==> config.mk <==
export PLATFORM = sky130hd
export DESIGN_NAME = vga_timing_ctrl
export DESIGN_NICKNAME = d
export VERILOG_FILES = /design/src/rtl/vga_pkg.sv /design/src/rtl/vga_delay_line.sv /design/src/rtl/vga_timing_ctrl.sv
export SDC_FILE = /design/constraint.sdc
export NUM_CORES = 1
export LEC_CHECK = 0
export ABC_AREA = 1
export CELL_PAD_IN_SITES_DETAIL_PLACEMENT = 1
export CELL_PAD_IN_SITES_GLOBAL_PLACEMENT = 2
export CORE_UTILIZATION = 26
export DETAILED_ROUTE_END_ITERATION = 8
export GPL_ROUTABILITY_DRIVEN = 1
export PLACE_DENSITY = 0.82
export SLEW_MARGIN = 20
export SYNTH_ARGS = -nofsm -noshare
export SYNTH_HDL_FRONTEND = slang
export SYNTH_SLANG_ARGS = --single-unit
export TNS_END_PERCENT = 1
==> constraint.sdc <==
create_clock -name clk -period 1.4 [get_ports clk]
set_input_delay 0.28 -clock clk [delete_from_list [all_inputs] [get_ports clk]]
set_output_delay 0.28 -clock clk [all_outputs]
set_load 0.05 [all_outputs]
==> src/rtl/vga_pkg.sv <==
// Shared VGA timing constants (640x480@60), colour type and the test-bar palette.
package vga_pkg;

    localparam int H_ACTIVE = 640;
    localparam int H_FP     = 16;
    localparam int H_SYNC   = 96;
    localparam int H_BP     = 48;
    localparam int V_ACTIVE = 480;
    localparam int V_FP     = 10;
    localparam int V_SYNC   = 2;
    localparam int V_BP     = 33;

    localparam int H_TOTAL = H_ACTIVE + H_FP + H_SYNC + H_BP;
    localparam int V_TOTAL = V_ACTIVE + V_FP + V_SYNC + V_BP;

    localparam int HSYNC_START = H_ACTIVE + H_FP;
    localparam int HSYNC_END   = HSYNC_START + H_SYNC - 1;
    localparam int VSYNC_START = V_ACTIVE + V_FP;
    localparam int VSYNC_END   = VSYNC_START + V_SYNC - 1;

    typedef struct packed {
        logic [3:0] r;
        logic [3:0] g;
        logic [3:0] b;
    } rgb_t;

    // Bar n lights R/G/B from bits 2/1/0 of n.
    localparam rgb_t TEST_BAR_RGB [8] = '{
        12'h000, 12'h00F, 12'h0F0, 12'h0FF,
        12'hF00, 12'hF0F, 12'hFF0, 12'hFFF
    };

endpackage

==> src/rtl/vga_delay_line.sv <==
// Clock-enabled shift register of configurable width and depth; depth 0 is a plain wire.
module vga_delay_line #(
    parameter int               WIDTH   = 1,
    parameter int               DEPTH   = 1,
    parameter logic [WIDTH-1:0] RST_VAL = '0
) (
    input  logic             clk,
    input  logic             rst,
    input  logic             en,
    input  logic [WIDTH-1:0] din,
    output logic [WIDTH-1:0] dout
);

    if (DEPTH > 0) begin : g_taps
        logic [WIDTH-1:0] tap_reg [DEPTH];

        always_ff @(posedge clk or posedge rst) begin
            if (rst) begin
                for (int i = 0; i < DEPTH; i++) begin
                    tap_reg[i] <= RST_VAL;
                end
            end else if (en) begin
                tap_reg[0] <= din;
                for (int i = 1; i < DEPTH; i++) begin
                    tap_reg[i] <= tap_reg[i-1];
                end
            end
        end

        assign dout = tap_reg[DEPTH-1];
    end else begin : g_wire
        logic unused_ctl;
        assign unused_ctl = ^{clk, rst, en};
        assign dout       = din;
    end

endmodule

==> src/rtl/vga_timing_ctrl.sv <==
// VGA raster timing, pixel-pipeline alignment and registered VGA pins.
// Optional macro VGA_TEST_PATTERN_EN replaces rgb_in with eight vertical colour bars.
module vga_timing_ctrl
    import vga_pkg::*;
#(
    parameter int CLK_DIV  = 4,
    parameter int H_ACTIVE = vga_pkg::H_ACTIVE,
    parameter int H_FP     = vga_pkg::H_FP,
    parameter int H_SYNC   = vga_pkg::H_SYNC,
    parameter int H_BP     = vga_pkg::H_BP,
    parameter int V_ACTIVE = vga_pkg::V_ACTIVE,
    parameter int V_FP     = vga_pkg::V_FP,
    parameter int V_SYNC   = vga_pkg::V_SYNC,
    parameter int V_BP     = vga_pkg::V_BP,
    parameter int PIPE_LAT = 1
) (
    input  logic        clk,
    input  logic        rst,
    input  logic [11:0] rgb_in,
    output logic [9:0]  pix_x,
    output logic [8:0]  pix_y,
    output logic        pix_tick,
    output logic        frame_start,
    output logic        line_start,
    output logic        vga_hs,
    output logic        vga_vs,
    output logic [3:0]  vga_r,
    output logic [3:0]  vga_g,
    output logic [3:0]  vga_b
);

    localparam int LINE_LEN    = H_ACTIVE + H_FP + H_SYNC + H_BP;
    localparam int FRAME_LINES = V_ACTIVE + V_FP + V_SYNC + V_BP;
    localparam int HS_BEG      = H_ACTIVE + H_FP;
    localparam int HS_END      = HS_BEG + H_SYNC - 1;
    localparam int VS_BEG      = V_ACTIVE + V_FP;
    localparam int VS_END      = VS_BEG + V_SYNC - 1;
    localparam int DIV_W       = (CLK_DIV > 1) ? $clog2(CLK_DIV) : 1;

    logic [DIV_W-1:0] div_reg, div_next;
    logic             tick_reg;
    logic [9:0]       hcnt_reg, hcnt_next;
    logic [9:0]       vcnt_reg, vcnt_next;
    logic             active, hs_raw, vs_raw;
    logic             act_d, hs_d, vs_d;
    logic             hs_reg, vs_reg;
    rgb_t             pix_rgb, rgb_reg;

    // tick_reg is registered from div_next so it is high exactly while div_reg sits at CLK_DIV-1.
    always_comb begin
        div_next = div_reg + 1'b1;
        if (div_reg == DIV_W'(CLK_DIV - 1)) begin
            div_next = '0;
        end
    end

    always_comb begin
        hcnt_next = hcnt_reg;
        vcnt_next = vcnt_reg;
        if (tick_reg) begin
            if (hcnt_reg == 10'(LINE_LEN - 1)) begin
                hcnt_next = '0;
                vcnt_next = (vcnt_reg == 10'(FRAME_LINES - 1)) ? '0 : vcnt_reg + 10'd1;
            end else begin
                hcnt_next = hcnt_reg + 10'd1;
            end
        end
    end

    always_ff @(posedge clk or posedge rst) begin
        if (rst) begin
            div_reg  <= '0;
            tick_reg <= 1'b0;
            hcnt_reg <= '0;
            vcnt_reg <= '0;
        end else begin
            div_reg  <= div_next;
            tick_reg <= (div_next == DIV_W'(CLK_DIV - 1));
            hcnt_reg <= hcnt_next;
            vcnt_reg <= vcnt_next;
        end
    end

    assign active = (hcnt_reg < 10'(H_ACTIVE)) && (vcnt_reg < 10'(V_ACTIVE));
    assign hs_raw = !((hcnt_reg >= 10'(HS_BEG)) && (hcnt_reg <= 10'(HS_END)));
    assign vs_raw = !((vcnt_reg >= 10'(VS_BEG)) && (vcnt_reg <= 10'(VS_END)));

    assign pix_x       = active ? hcnt_reg : '0;
    assign pix_y       = active ? vcnt_reg[8:0] : '0;
    assign pix_tick    = tick_reg;
    assign line_start  = tick_reg && (hcnt_reg == '0);
    assign frame_start = line_start && (vcnt_reg == 10'(V_ACTIVE));

`ifdef VGA_TEST_PATTERN_EN
    localparam int PIPE_W = 6;
    localparam int BAR_W  = H_ACTIVE / 8;

    logic [7:1] bar_ge;
    logic [2:0] bar_raw, bar_d;

    for (genvar gi = 1; gi < 8; gi++) begin : g_bar
        assign bar_ge[gi] = (hcnt_reg >= 10'(gi * BAR_W));
    end

    assign bar_raw = 3'($countones(bar_ge));
`else
    localparam int PIPE_W = 3;
`endif

    logic [PIPE_W-1:0] pipe_in, pipe_out;

`ifdef VGA_TEST_PATTERN_EN
    assign pipe_in                    = {bar_raw, active, hs_raw, vs_raw};
    assign {bar_d, act_d, hs_d, vs_d} = pipe_out;
`else
    assign pipe_in             = {active, hs_raw, vs_raw};
    assign {act_d, hs_d, vs_d} = pipe_out;
`endif

    // Reset value parks the syncs high and blanks the pixel.
    vga_delay_line #(
        .WIDTH   (PIPE_W),
        .DEPTH   (PIPE_LAT),
        .RST_VAL (PIPE_W'(3))
    ) u_align (
        .clk  (clk),
        .rst  (rst),
        .en   (tick_reg),
        .din  (pipe_in),
        .dout (pipe_out)
    );

`ifdef VGA_TEST_PATTERN_EN
    logic unused_rgb_in;
    assign unused_rgb_in = ^rgb_in;
    assign pix_rgb       = TEST_BAR_RGB[bar_d];
`else
    assign pix_rgb = rgb_t'(rgb_in);
`endif

    always_ff @(posedge clk or posedge rst) begin
        if (rst) begin
            hs_reg  <= 1'b1;
            vs_reg  <= 1'b1;
            rgb_reg <= '0;
        end else if (tick_reg) begin
            hs_reg  <= hs_d;
            vs_reg  <= vs_d;
            rgb_reg <= act_d ? pix_rgb : '0;
        end
    end

    assign vga_hs = hs_reg;
    assign vga_vs = vs_reg;
    assign vga_r  = rgb_reg.r;
    assign vga_g  = rgb_reg.g;
    assign vga_b  = rgb_reg.b;

endmodule

Yosys cells after proc, flatten, opt, wreduce, memory -nomap -nowiden
Cells that the tools add are included.
Widths: inputs -> output; s select.
{"block": "word_totals", "register_bits": 40, "input_bits": 14, "out_inout_bits": 36, "elab_cells": 39}
{"block": "op_classes", "add_sub_neg": 3, "magnitude_cmp": 6, "n_eq_ne": 5, "mux": 6, "reduce_logical": 9}
{"operator": "$mux 10", "count": 3}
{"operator": "$add 10x1->10 const B", "count": 2}
{"operator": "$eq 10x10->1 const B", "count": 2}
{"operator": "$mux 12", "count": 1}
{"operator": "$eq 10x9->1 const B", "count": 1}
{"operator": "$ge 10x10->1 const B", "count": 1}
{"operator": "$ge 10x9->1 const B", "count": 1}
{"operator": "$le 10x10->1 const B", "count": 1}
{"operator": "$le 10x9->1 const B", "count": 1}
{"operator": "$logic_not 10->1", "count": 1}
{"operator": "$lt 10x10->1 const B", "count": 1}
{"operator": "$lt 10x9->1 const B", "count": 1}
{"operator": "$mux 9", "count": 1}
{"operator": "$logic_and 1x1->1", "count": 5}
{"operator": "$eq 2x2->1 const B", "count": 2}
{"operator": "$add 2x1->2 const B", "count": 1}
{"operator": "$logic_not 1->1", "count": 2}
{"operator": "$mux 2", "count": 1}
{"operator": "$reduce_and 2->1", "count": 1}

Depth between registers and ports, before layout
{"block": "logic_depth", "depth_word": 3, "depth_mapped": 8, "ltp_nobuf": 8}

By module
From an unflattened synthesis, not the netlist that was laid out.
{"block": "unflattened", "hier_cells": 274, "area_unflattened_um2": 2098.3}
{"module": "vga_timing_ctrl", "instances": 1, "cells_each": 260, "area_each_um2": 1979.4, "seq_area_each_um2": 928.4}
{"module": "vga_delay_line", "instances": 1, "cells_each": 14, "area_each_um2": 118.9, "seq_area_each_um2": 77.6}

Least setup slack after synthesis
Ideal clock, no wire load.
{"block": "synth_timing", "path_type": "register to output", "start": "register tick_reg, in the netlist pix_tick", "end": "output frame_start", "t_arrival_ns": 2.075, "required_time_ns": 1.120, "setup_slack_ns": -0.955, "stages_incl_launch_ff": 4, "path_buffers": 1, "path_cell_list": "dfrtp_1 buf_2 nand4_1 nor3_1"}
{"block": "synth_via", "elab_chain_cells": 2}
{"item": "from (decl)", "line_no": "vga_timing_ctrl.sv:41", "rtl": "logic tick_reg;"}
{"item": "from (signal assigned)", "line_no": "vga_timing_ctrl.sv:78", "rtl": "tick_reg <= (div_next == DIV_W'(CLK_DIV - 1));"}
{"item": "$logic_and 1x1->1", "line_no": "vga_timing_ctrl.sv:91", "rtl": "assign line_start = tick_reg && (hcnt_reg == '0);"}
{"item": "$logic_and 1x1->1", "line_no": "vga_timing_ctrl.sv:92", "rtl": "assign frame_start = line_start && (vcnt_reg == 10'(V_ACTIVE));"}
{"item": "to (decl)", "line_no": "vga_timing_ctrl.sv:23", "rtl": "output logic frame_start,"}
No other way between the ends.

Worst setup path in the final report
{"block": "layout_timing", "start": "register hcnt_reg[7]", "end": "output line_start"}
{"block": "layout_via", "elab_chain_cells": 2}
{"item": "from (decl)", "line_no": "vga_timing_ctrl.sv:42", "rtl": "logic [9:0] hcnt_reg, hcnt_next;"}
{"item": "from (signal assigned)", "line_no": "vga_timing_ctrl.sv:79", "rtl": "hcnt_reg <= hcnt_next;"}
{"item": "$logic_not 10->1", "line_no": "vga_timing_ctrl.sv:91"}
{"item": "$logic_and 1x1->1", "line_no": "vga_timing_ctrl.sv:91"}
{"item": "to (decl)", "line_no": "vga_timing_ctrl.sv:24", "rtl": "output logic line_start,"}
No other way between the ends.

==> flow_summary.json <==
{
  "status": "finished, violations left",
  "failed_checks": "setup timing",
  "slew_viol_final": 0,
  "worst_pin_slew_ns": 0.4747,
  "final_nets": 404,
  "wl_um": 6954,
  "setup_tns_ns": -8.088,
  "critPathMaxFanout": 3,
  "final_common_cell": "nand2_1",
  "ys_seq_area_frac": 0.4427,
  "synth.largest_area_cell": "dfrtp_1",
  "die_height_um": 95.49,
  "setup_ws_ns": -0.4391,
  "wl_per_cell_um": 14.19,
  "cp.arrival_ns": 1.56,
  "final_cell_mix": "nand2_1, buf_4, buf_12",
  "dieArea_sq_um": 9117,
  "syn_nets": 313,
  "grt-ovfl-total": 0,
  "via_per_inst": 4.476,
  "grt_first_pass_wirelength_um": 11690,
  "synth.area.top_cells": "dfrtp_1, nand2_1, nor2_1, nand3_1, inv_1",
  "crit_required_ns": 1.12,
  "synth_seq_cells": 40,
  "hp-class": "in2async",
  "max_freq_mhz": 543.7,
  "finalSetupViolCount": 30,
  "grt.total_usage": 0.1695,
  "synth_top_area_frac": 0.3965,
  "ant_nets": 0,
  "cts_tree": "yes",
  "clkTransAtPathRegs_ns": 0.09,
  "clock-sinks": 40,
  "final.period_utilization": 1.314,
  "fin_skew_ns": 0.008878,
  "power.density_nw_per_um2": 616.2,
  "cap_viol_max_count": 0,
  "synth.distinct_cells": 30,
  "first_pass_iters": 4,
  "syn_area_per_cell_sq_um": 7.755,
  "numPortBuffers": 49,
  "regArea_sq_um": 1007,
  "peakVddDrop_uv": 484.7,
  "gp_congestion": 0.8451,
  "place_area_sq_um": 3672,
  "reg2reg_depth": 9,
  "num_rows": 33,
  "dpl.hpwl_um": 5238,
  "area_growth_pct": 72.25,
  "timing_hold_violations_final": 0,
  "crit_type": "reg2out",
  "htree_levels": 2,
  "core_sq_um": 8341,
  "antenna_found_initial": 0,
  "grt_pass1_vias": 2364,
  "cp-end-kind": "output port",
  "multi_input_area_sq_um": 1264,
  "layout-drive-gt1-share": 0.4234,
  "synth_warnings": 0,
  "fp.dieW_um": 95.49,
  "num_vias": 2193,
  "fillCellCount": 958,
  "synth_cells": 293,
  "maxSlewHeadroom": 0.6835,
  "drc": 0,
  "grt_setup_unrepaired": "yes",
  "drt_iter0_markers": 57,
  "syn_area_sq_um": 2272,
  "clk_latency_ns": 0.31,
  "p_leak_nw": 1.779,
  "cts-root-buf": "clkbuf_8",
  "grt_max_degree": 41,
  "startpoint_type": "flip-flop",
  "fin_crit_ns": 1.839,
  "hold_buffers": 0,
  "start_util": 0.2724,
  "ioPinCount": 50,
  "insertedDiodeCount": 0,
  "finalInstanceArea_sq_um": 3914,
  "cts_buffers": 5,
  "cts_max_path_buffers": 2
}
==> worst max-delay path, stage by stage, from the launching register on <==
cell     delay, ns
dfrtp_1       0.42
buf_6         0.14
nor2_4        0.09
nand4_1       0.17
buf_4         0.20
nor2_4        0.10
buf_12        0.14
==> kinds of logic after synthesis <==
group | count (synthesis) | share of synthesized area
xor+xnor | 6 | 0.02313
buf+inv | 48 | 0.09251
flops | 40 | 0.4427
simple gates | 178 | 0.3695
compound gates | 15 | 0.03910
fa+ha+maj | 6 | 0.03304
==> cell type report <==
type	instances	area share
clock buffers	5	0.01758
clock inverters	3	0.01183
inverters	36	0.03581
multi-input cells	205	0.3229
flip-flops and latches	40	0.2574
well taps	105	0.03357
repair buffers	96	0.3210
==> per-stage QoR <==
step,total power [mW],std cells,setup WS [ns],hold slack (ns),utilization
2_1_floorplan,1.298,293,-0.3054,0.4208,-
3_3_place_gp,1.437,479,-0.1853,0.4431,0.4403
3_5_place_dp,1.440,479,-0.2187,0.4493,0.4403
4_1_cts,2.456,490,-0.4625,0.3247,0.4635
5_1_grt,2.494,490,-0.5071,0.3461,0.4692
6_report,2.412,490,-0.4391,0.3204,0.4692
==> cell usage after synthesis <==
library cell,count
nand3_1,27
nand3_2,2
nor3_1,5
buf_6,1
inv_1,29
nor4_1,1
buf_8,1
a22oi_1,1
clkbuf_1,2
buf_1,1
nand2_2,2
o21ai_2,3
xnor2_1,1
ha_1,6
o21ai_1,9
xor2_1,5
nand2_1,80
nand4_1,8
or2_2,1
buf_2,6
nand4_4,3
nor2_1,43
dfrtp_1,36
nor2_2,2
inv_2,7
buf_4,1
dfstp_2,4
nand4_2,1
o21ai_0,2
nor2_4,3
==> what timing repair did <==
action	4_1_cts	5_1_grt
pin swaps	6	4
gates resized for setup	16	17
buffers inserted	3	0
endpoints found under the setup margin	38	40
==> power breakdown <==
| part | total (mW) | switching [mW] | internal (mW) | leakage, nW |
|---|---|---|---|---|
| sequential | 1.19 | 0.0207 | 1.17 | 0.496 |
| combinational | 0.221 | 0.109 | 0.111 | 1.23 |
| clock | 0.998 | 0.461 | 0.537 | 0.0548 |
==> path summary, 6_finish.rpt <==
check | slack, ns | to | startpoint
max | -0.44 | line_start | hcnt_reg[7]
min | 0.32 | vcnt_reg[6] | rst
max reg2reg | -0.05 | vcnt_reg[0] | hcnt_reg[0]
min reg2reg | 0.46 | div_reg[0] | div_reg[0]
max in group asynchronous | 0.81 | u_align.dout[1] | rst
min in group clk | 0.46 | div_reg[0] | div_reg[0]
==> layer usage <==
layer / wire length, um / global-route usage
met4: 76 / 0.05473
met1: 3072 / 0.2122
met5: 0 / 0
met3: 292 / 0.03668
met2: 3513 / 0.2887
No activity file was read; power rests on OpenSTA's default activity.
